===== config.mk =====
export PLATFORM = sky130hd
export DESIGN_NAME = cpu_mem_arbiter
export DESIGN_NICKNAME = d
export VERILOG_FILES = /design/src/rtl/cpu_pkg.sv /design/src/rtl/rr_picker.sv /design/src/rtl/cpu_mem_arbiter.sv
export SDC_FILE = /design/constraint.sdc
export NUM_CORES = 1
export LEC_CHECK = 0
export ABC_AREA = 1
export CAP_MARGIN = 5
export CORE_ASPECT_RATIO = 1.75
export CORE_MARGIN = 3
export CORE_UTILIZATION = 45
export DETAILED_ROUTE_END_ITERATION = 10
export HOLD_SLACK_MARGIN = 0.06
export PLACE_DENSITY = 0.79
export REMOVE_ABC_BUFFERS = 1
export SETUP_SLACK_MARGIN = 0.4
export SLEW_MARGIN = 20
export SYNTH_ARGS = -nofsm -noshare
export SYNTH_HDL_FRONTEND = slang
export SYNTH_HIERARCHICAL = 1
export SYNTH_SLANG_ARGS = --single-unit

===== constraint.sdc =====
create_clock -name clk -period 3.65 [get_ports clk]
set_input_delay 1.095 -clock clk [delete_from_list [all_inputs] [get_ports clk]]
set_output_delay 1.095 -clock clk [all_outputs]
set_load 0.005 [all_outputs]

===== src/rtl/cpu_pkg.sv =====
// Shared CPU constants, requester indices and the memory arbiter state encoding.
package cpu_pkg;

    localparam int unsigned CPU_AW   = 4;
    localparam int unsigned CPU_DW   = 8;
    localparam int unsigned CPU_NREQ = 3;

    localparam int unsigned REQ_FETCH = 0;
    localparam int unsigned REQ_LSU   = 1;
    localparam int unsigned REQ_DBG   = 2;

    typedef enum logic [1:0] {
        IDLE,
        ISSUE,
        WAIT,
        RESP
    } arb_state_t;

endpackage


===== src/rtl/rr_picker.sv =====
// Round-robin picker: first set request bit searching upward from last+1, wrapping at NREQ.
module rr_picker
    import cpu_pkg::*;
#(
    parameter int unsigned NREQ = CPU_NREQ
) (
    input  logic [NREQ-1:0]                             req,
    input  logic [((NREQ > 1) ? $clog2(NREQ) : 1)-1:0]  last,
    output logic                                        found,
    output logic [((NREQ > 1) ? $clog2(NREQ) : 1)-1:0]  idx
);

    localparam int unsigned IW = (NREQ > 1) ? $clog2(NREQ) : 1;

    // Walk offsets from farthest to nearest so the closest hit after 'last' is written last.
    always_comb begin
        found = 1'b0;
        idx   = '0;
        for (int unsigned k = NREQ; k >= 1; k--) begin
            logic [IW-1:0] j;
            j = IW'((32'(last) + k) % NREQ);
            if (req[j]) begin
                found = 1'b1;
                idx   = j;
            end
        end
    end

endmodule


===== src/rtl/cpu_mem_arbiter.sv =====
// Round-robin arbiter serialising fetch / load-store / debug accesses onto the CPU's
// single-port memory, one access per MEM_LAT+3 cycles with a one-cycle response pulse.
module cpu_mem_arbiter
    import cpu_pkg::*;
#(
    parameter int unsigned NREQ    = CPU_NREQ,
    parameter int unsigned AW      = CPU_AW,
    parameter int unsigned DW      = CPU_DW,
    parameter int unsigned MEM_LAT = 1
) (
    input  logic                 clk,
    input  logic                 reset,
    input  logic [NREQ-1:0]      req_valid,
    input  logic [NREQ-1:0]      req_we,
    input  logic [NREQ*AW-1:0]   req_addr,
    input  logic [NREQ*DW-1:0]   req_wdata,
    output logic [NREQ-1:0]      req_ready,
    output logic [NREQ-1:0]      rsp_valid,
    output logic [DW-1:0]        rsp_rdata,
    output logic                 mem_cs,
    output logic                 mem_we,
    output logic [AW-1:0]        mem_addr,
    output logic [DW-1:0]        mem_wdata,
    input  logic [DW-1:0]        mem_rdata,
    output logic                 busy
);

    localparam int unsigned IW = (NREQ > 1) ? $clog2(NREQ) : 1;
    localparam int unsigned CW = $clog2(MEM_LAT + 1);

    arb_state_t       state_q, state_d;
    logic [IW-1:0]    last_q, last_d;
    logic [IW-1:0]    gnt_q, gnt_d;
    logic             we_q, we_d;
    logic [AW-1:0]    addr_q, addr_d;
    logic [DW-1:0]    wdata_q, wdata_d;
    logic [CW-1:0]    cnt_q, cnt_d;

    logic [NREQ-1:0]  req_ready_q, req_ready_d;
    logic [NREQ-1:0]  rsp_valid_q, rsp_valid_d;
    logic [DW-1:0]    rsp_rdata_q, rsp_rdata_d;
    logic             mem_cs_q, mem_cs_d;
    logic             mem_we_q, mem_we_d;
    logic [AW-1:0]    mem_addr_q, mem_addr_d;
    logic [DW-1:0]    mem_wdata_q, mem_wdata_d;
    logic             busy_q, busy_d;

    logic             pick_found;
    logic [IW-1:0]    pick_idx;

    rr_picker #(
        .NREQ (NREQ)
    ) u_picker (
        .req   (req_valid),
        .last  (last_q),
        .found (pick_found),
        .idx   (pick_idx)
    );

    // Next-state logic; output registers are loaded from the state being entered.
    always_comb begin
        state_d     = state_q;
        last_d      = last_q;
        gnt_d       = gnt_q;
        we_d        = we_q;
        addr_d      = addr_q;
        wdata_d     = wdata_q;
        cnt_d       = cnt_q;
        req_ready_d = '0;
        rsp_valid_d = '0;
        rsp_rdata_d = '0;
        mem_cs_d    = 1'b0;
        mem_we_d    = 1'b0;
        mem_addr_d  = '0;
        mem_wdata_d = '0;

        case (state_q)
            IDLE: begin
                if (pick_found) begin
                    gnt_d   = pick_idx;
                    we_d    = req_we[pick_idx];
                    addr_d  = req_addr[32'(pick_idx) * AW +: AW];
                    wdata_d = req_wdata[32'(pick_idx) * DW +: DW];
                    state_d = ISSUE;
                end
            end
            ISSUE: begin
                last_d  = gnt_q;
                cnt_d   = CW'(MEM_LAT);
                state_d = WAIT;
            end
            WAIT: begin
                cnt_d = cnt_q - CW'(1);
                if (cnt_q == CW'(1)) begin
                    rsp_rdata_d = we_q ? '0 : mem_rdata;
                    state_d     = RESP;
                end
            end
            RESP: begin
                state_d = IDLE;
            end
            default: begin
                state_d = IDLE;
            end
        endcase

        if (state_d == ISSUE) begin
            req_ready_d = NREQ'(1) << gnt_d;
            mem_cs_d    = 1'b1;
            mem_we_d    = we_d;
            mem_addr_d  = addr_d;
            mem_wdata_d = wdata_d;
        end
        if (state_d == RESP) begin
            rsp_valid_d = NREQ'(1) << gnt_d;
        end
        busy_d = (state_d != IDLE);
    end

    always_ff @(posedge clk) begin
        if (reset) begin
            state_q     <= IDLE;
            last_q      <= IW'(NREQ - 1);
            gnt_q       <= '0;
            we_q        <= 1'b0;
            addr_q      <= '0;
            wdata_q     <= '0;
            cnt_q       <= '0;
            req_ready_q <= '0;
            rsp_valid_q <= '0;
            rsp_rdata_q <= '0;
            mem_cs_q    <= 1'b0;
            mem_we_q    <= 1'b0;
            mem_addr_q  <= '0;
            mem_wdata_q <= '0;
            busy_q      <= 1'b0;
        end else begin
            state_q     <= state_d;
            last_q      <= last_d;
            gnt_q       <= gnt_d;
            we_q        <= we_d;
            addr_q      <= addr_d;
            wdata_q     <= wdata_d;
            cnt_q       <= cnt_d;
            req_ready_q <= req_ready_d;
            rsp_valid_q <= rsp_valid_d;
            rsp_rdata_q <= rsp_rdata_d;
            mem_cs_q    <= mem_cs_d;
            mem_we_q    <= mem_we_d;
            mem_addr_q  <= mem_addr_d;
            mem_wdata_q <= mem_wdata_d;
            busy_q      <= busy_d;
        end
    end

    assign req_ready = req_ready_q;
    assign rsp_valid = rsp_valid_q;
    assign rsp_rdata = rsp_rdata_q;
    assign mem_cs    = mem_cs_q;
    assign mem_we    = mem_we_q;
    assign mem_addr  = mem_addr_q;
    assign mem_wdata = mem_wdata_q;
    assign busy      = busy_q;

endmodule


==> results.ini <==
[final_layout]
area_growth_pct=40.13
nets=483
diodes=0
utilization_pct=65.49
drive_gt1_share_pct=11.11
regArea_um2=980.9
nFillCells=455
multi_input_area_um2=1090

[place]
hpwl_mm=4.324
dpl_worst_slack_ns=0.4672
port_buffers=80
gp_congestion=0.8236

[clocking]
numClockSinks=49
cts-root-buf=clkbuf_8
cts.repair.resized=0
clkTransAtPathRegs_ns=0.08
tritoncts=yes
post_cts_buffers=0
h-tree-depth=2
cts_made_buffers=5
cts_buffer_depth=2
clk_latency_ns=0.30
cts_hold_buf=0

[outcome]
status=finished clean

[worst_setup_path]
rr_worst_depth=15
worstSetupEndpointType=flop
critPathMaxFanout=22
r2r_slack_ns=1.24
worstPathArrival_ns=3.14
path_common_cell=nand2_1
crit_slowest_cell=clkdlybuf4s50_1
worstReg2RegEnd=mem_addr[0]
slowest_delay_ns=0.49
path_cells=clkdlybuf4s50_1, inv_1, a21oi_1, nand2_1, nand2_1, nor2_2, nand2_1, nand2_1, inv_2, nand2_1, nor2_2, nand2_1, inv_1, nor2_1, nor2_2
start_kind=primary input
critPathRequiredTime_ns=3.89
critical_path_class=primary input to flop
r2r-start=last_q[0]

[timing]
maxSlewViolCount=0
tightest_slew_ns=0.3580
max_slew_margin_pct=76.10
min_period_ns=2.902
max_freq_mhz=344.6
clock_skew_ns=0.005902
setup_viol=0
worst_slack_ns=0.7480
hold_violations=0
fin_crit_sh_pct=79.51
tns_ns=0
rsz0062_at_grt=no

[global_route]
antenna_found_initial=0
overflow=0
grt_pass1_wl_mm=8.963
grt_pass1_vias=2184
grt_usage_pct=19.46
grt_max_degree=23

[power]
fin_total_pwr_mw=2.505
powerDensity_nw_per_um2=768.6
ir_drop_v=0.0005601
total_leakage_power_nw=1.680

[worst_hold_path]
worstHoldEndpoint=last_q[0]
min_path_cells=2
hold_path_class=flop to flop
worstHoldStart=gnt_q[0]

[floorplanning]
placementRows=34
die_h_um=101.1
io-pin-count=81
design.die.area_um2=6101
die_w_um=60.35
design.core.area_um2=4977
initial_utilization_pct=46.73

[run]
maxCapViolations=0

[drt]
drtIter0Drc=45
num_vias=2226
viasPerCell=4.667
antenna_left=0
drc=0
wl_mm=5.553
post_drt_wl_per_cell_um=11.64
firstDrtPassIters=4

[synth]
synth_cells=342
syn_area_per_cell_um2=6.801
ys_seq_area_share_pct=42.17
ys_seq_elements=49
yosysUniqueCellTypes=25
synth_warnings=6
synth_area_um2=2326

[through the flow]
step / cell area [µm²] / hold slack, ns / instances
6_report: 3259 / 0.4736 / 477
5_1_grt: 3259 / 0.5156 / 477
4_1_cts: 3259 / 0.4752 / 477
3_5_place_dp: 3156 / 0.4586 / 470
3_3_place_gp: 3156 / 0.4592 / 470
2_1_floorplan: 2265 / 0.4291 / 333
[flip-flops by register name, summed over array words and instances, names as in the netlist]
register	flops
mem_wdata	8
rsp_rdata	8
wdata_q	8
addr_q	4
mem_addr	4
req_ready	3
rsp_valid	3
gnt_q	2
last_q	2
state_q	2
busy	1
cnt_q	1
mem_cs	1
mem_we	1
we_q	1
[how the worst max path moves through the flow]
stage / depth (start not counted) / slack [ns] / from / end
final: 15 / 0.75 / req_valid[1] / mem_addr[0]
after global routing: 15 / 0.52 / req_valid[1] / mem_addr[0]
after CTS: 15 / 0.76 / req_valid[1] / mem_wdata[7]
after detailed placement: 15 / 0.47 / req_valid[1] / mem_wdata[7]
after global placement: 15 / 0.54 / req_valid[1] / mem_we
after floorplan: 11 / 1.0 / req_valid[1] / mem_addr[0]
[synthesized netlist by cell type (all sizes together)]
cell type	count	area share [%]
nor2	65	12
nand3	20	4.3
inv	51	8.3
nand4	1	0.27
dfxtp	49	42
clkbuf	1	0.16
nand2	115	20
o21ai	5	1.2
ha	8	4.3
a21oi	5	1.2
or2	14	3.8
buf	8	2.5
[power by group]
| group | internal, mW | leakage, nW | total [mW] | switching, mW |
|---|---|---|---|---|
| Clock | 0.199 | 0.0540 | 0.368 | 0.169 |
| Combinational | 0.571 | 1.22 | 1.37 | 0.795 |
| Sequential | 0.713 | 0.402 | 0.771 | 0.0580 |
| Total | 1.48 | 1.68 | 2.51 | 1.02 |
[cell usage in the layout (no fill, tap or decap)]
master / Yosys / layout
a21oi_1: 4 / 4
a21oi_2: 1 / 1
buf_4: 2 / 3
bufinv_16: 0 / 1
clkbuf_8: 0 / 5
clkdlybuf4s50_1: 0 / 80
clkinv_2: 0 / 1
dfxtp_1: 49 / 49
ha_1: 8 / 8
inv_1: 41 / 41
inv_2: 9 / 9
inv_4: 1 / 1
nand2_1: 110 / 110
nand2_2: 3 / 3
nand2_4: 2 / 2
nand3_1: 20 / 20
nand4_1: 1 / 1
nor2_1: 51 / 51
nor2_2: 13 / 13
nor2_4: 1 / 1
o21ai_0: 3 / 3
o21ai_1: 1 / 1
o21ai_2: 1 / 1
or2_0: 6 / 6
or2_1: 2 / 2
or2_2: 6 / 6
[per-layer routing]
| metal | wire (µm) | share of wire (%) | track usage, % | up-vias |
|---|---|---|---|---|
| li1 | - | - | - | 1168 |
| met1 | 2048 | 37 | 18.26 | 1013 |
| met2 | 3267 | 59 | 38.75 | 40 |
| met3 | 171 | 3.1 | 3.590 | 5 |
| met4 | 65 | 1.2 | 7.338 | 0 |
| met5 | 0 | 0 | 0 | - |
[cells by family (layout without fill, tap and decap cells)]
| logic type | count (synthesis) | in the layout | share of synthesized area (%) |
|---|---|---|---|
| adder cells (fa/ha/maj) | 8 | 8 | 4.304 |
| AO/OA/AOI/OAI | 10 | 10 | 2.474 |
| flip-flops | 49 | 49 | 42.17 |
| buffers and inverters | 60 | 141 | 10.97 |
| AND/OR/NAND/NOR | 215 | 215 | 40.08 |
[cell type report]
cell class	instances	share of cell area [%]
Tap cell	54	2.073
Multi-Input combinational cell	233	33.44
Inverter	51	5.950
Clock inverter	2	1.075
Sequential cell	49	30.10
Timing Repair Buffer	83	25.26
Clock buffer	5	2.111
[critical path: cells and delay by family]
kind,cells,cell delay (ns)
AO/OA/AOI/OAI,1,0.17
AND/OR/NAND/NOR,10,0.96
buffers and inverters,4,0.91
Power figures use the tool's default switching activity.
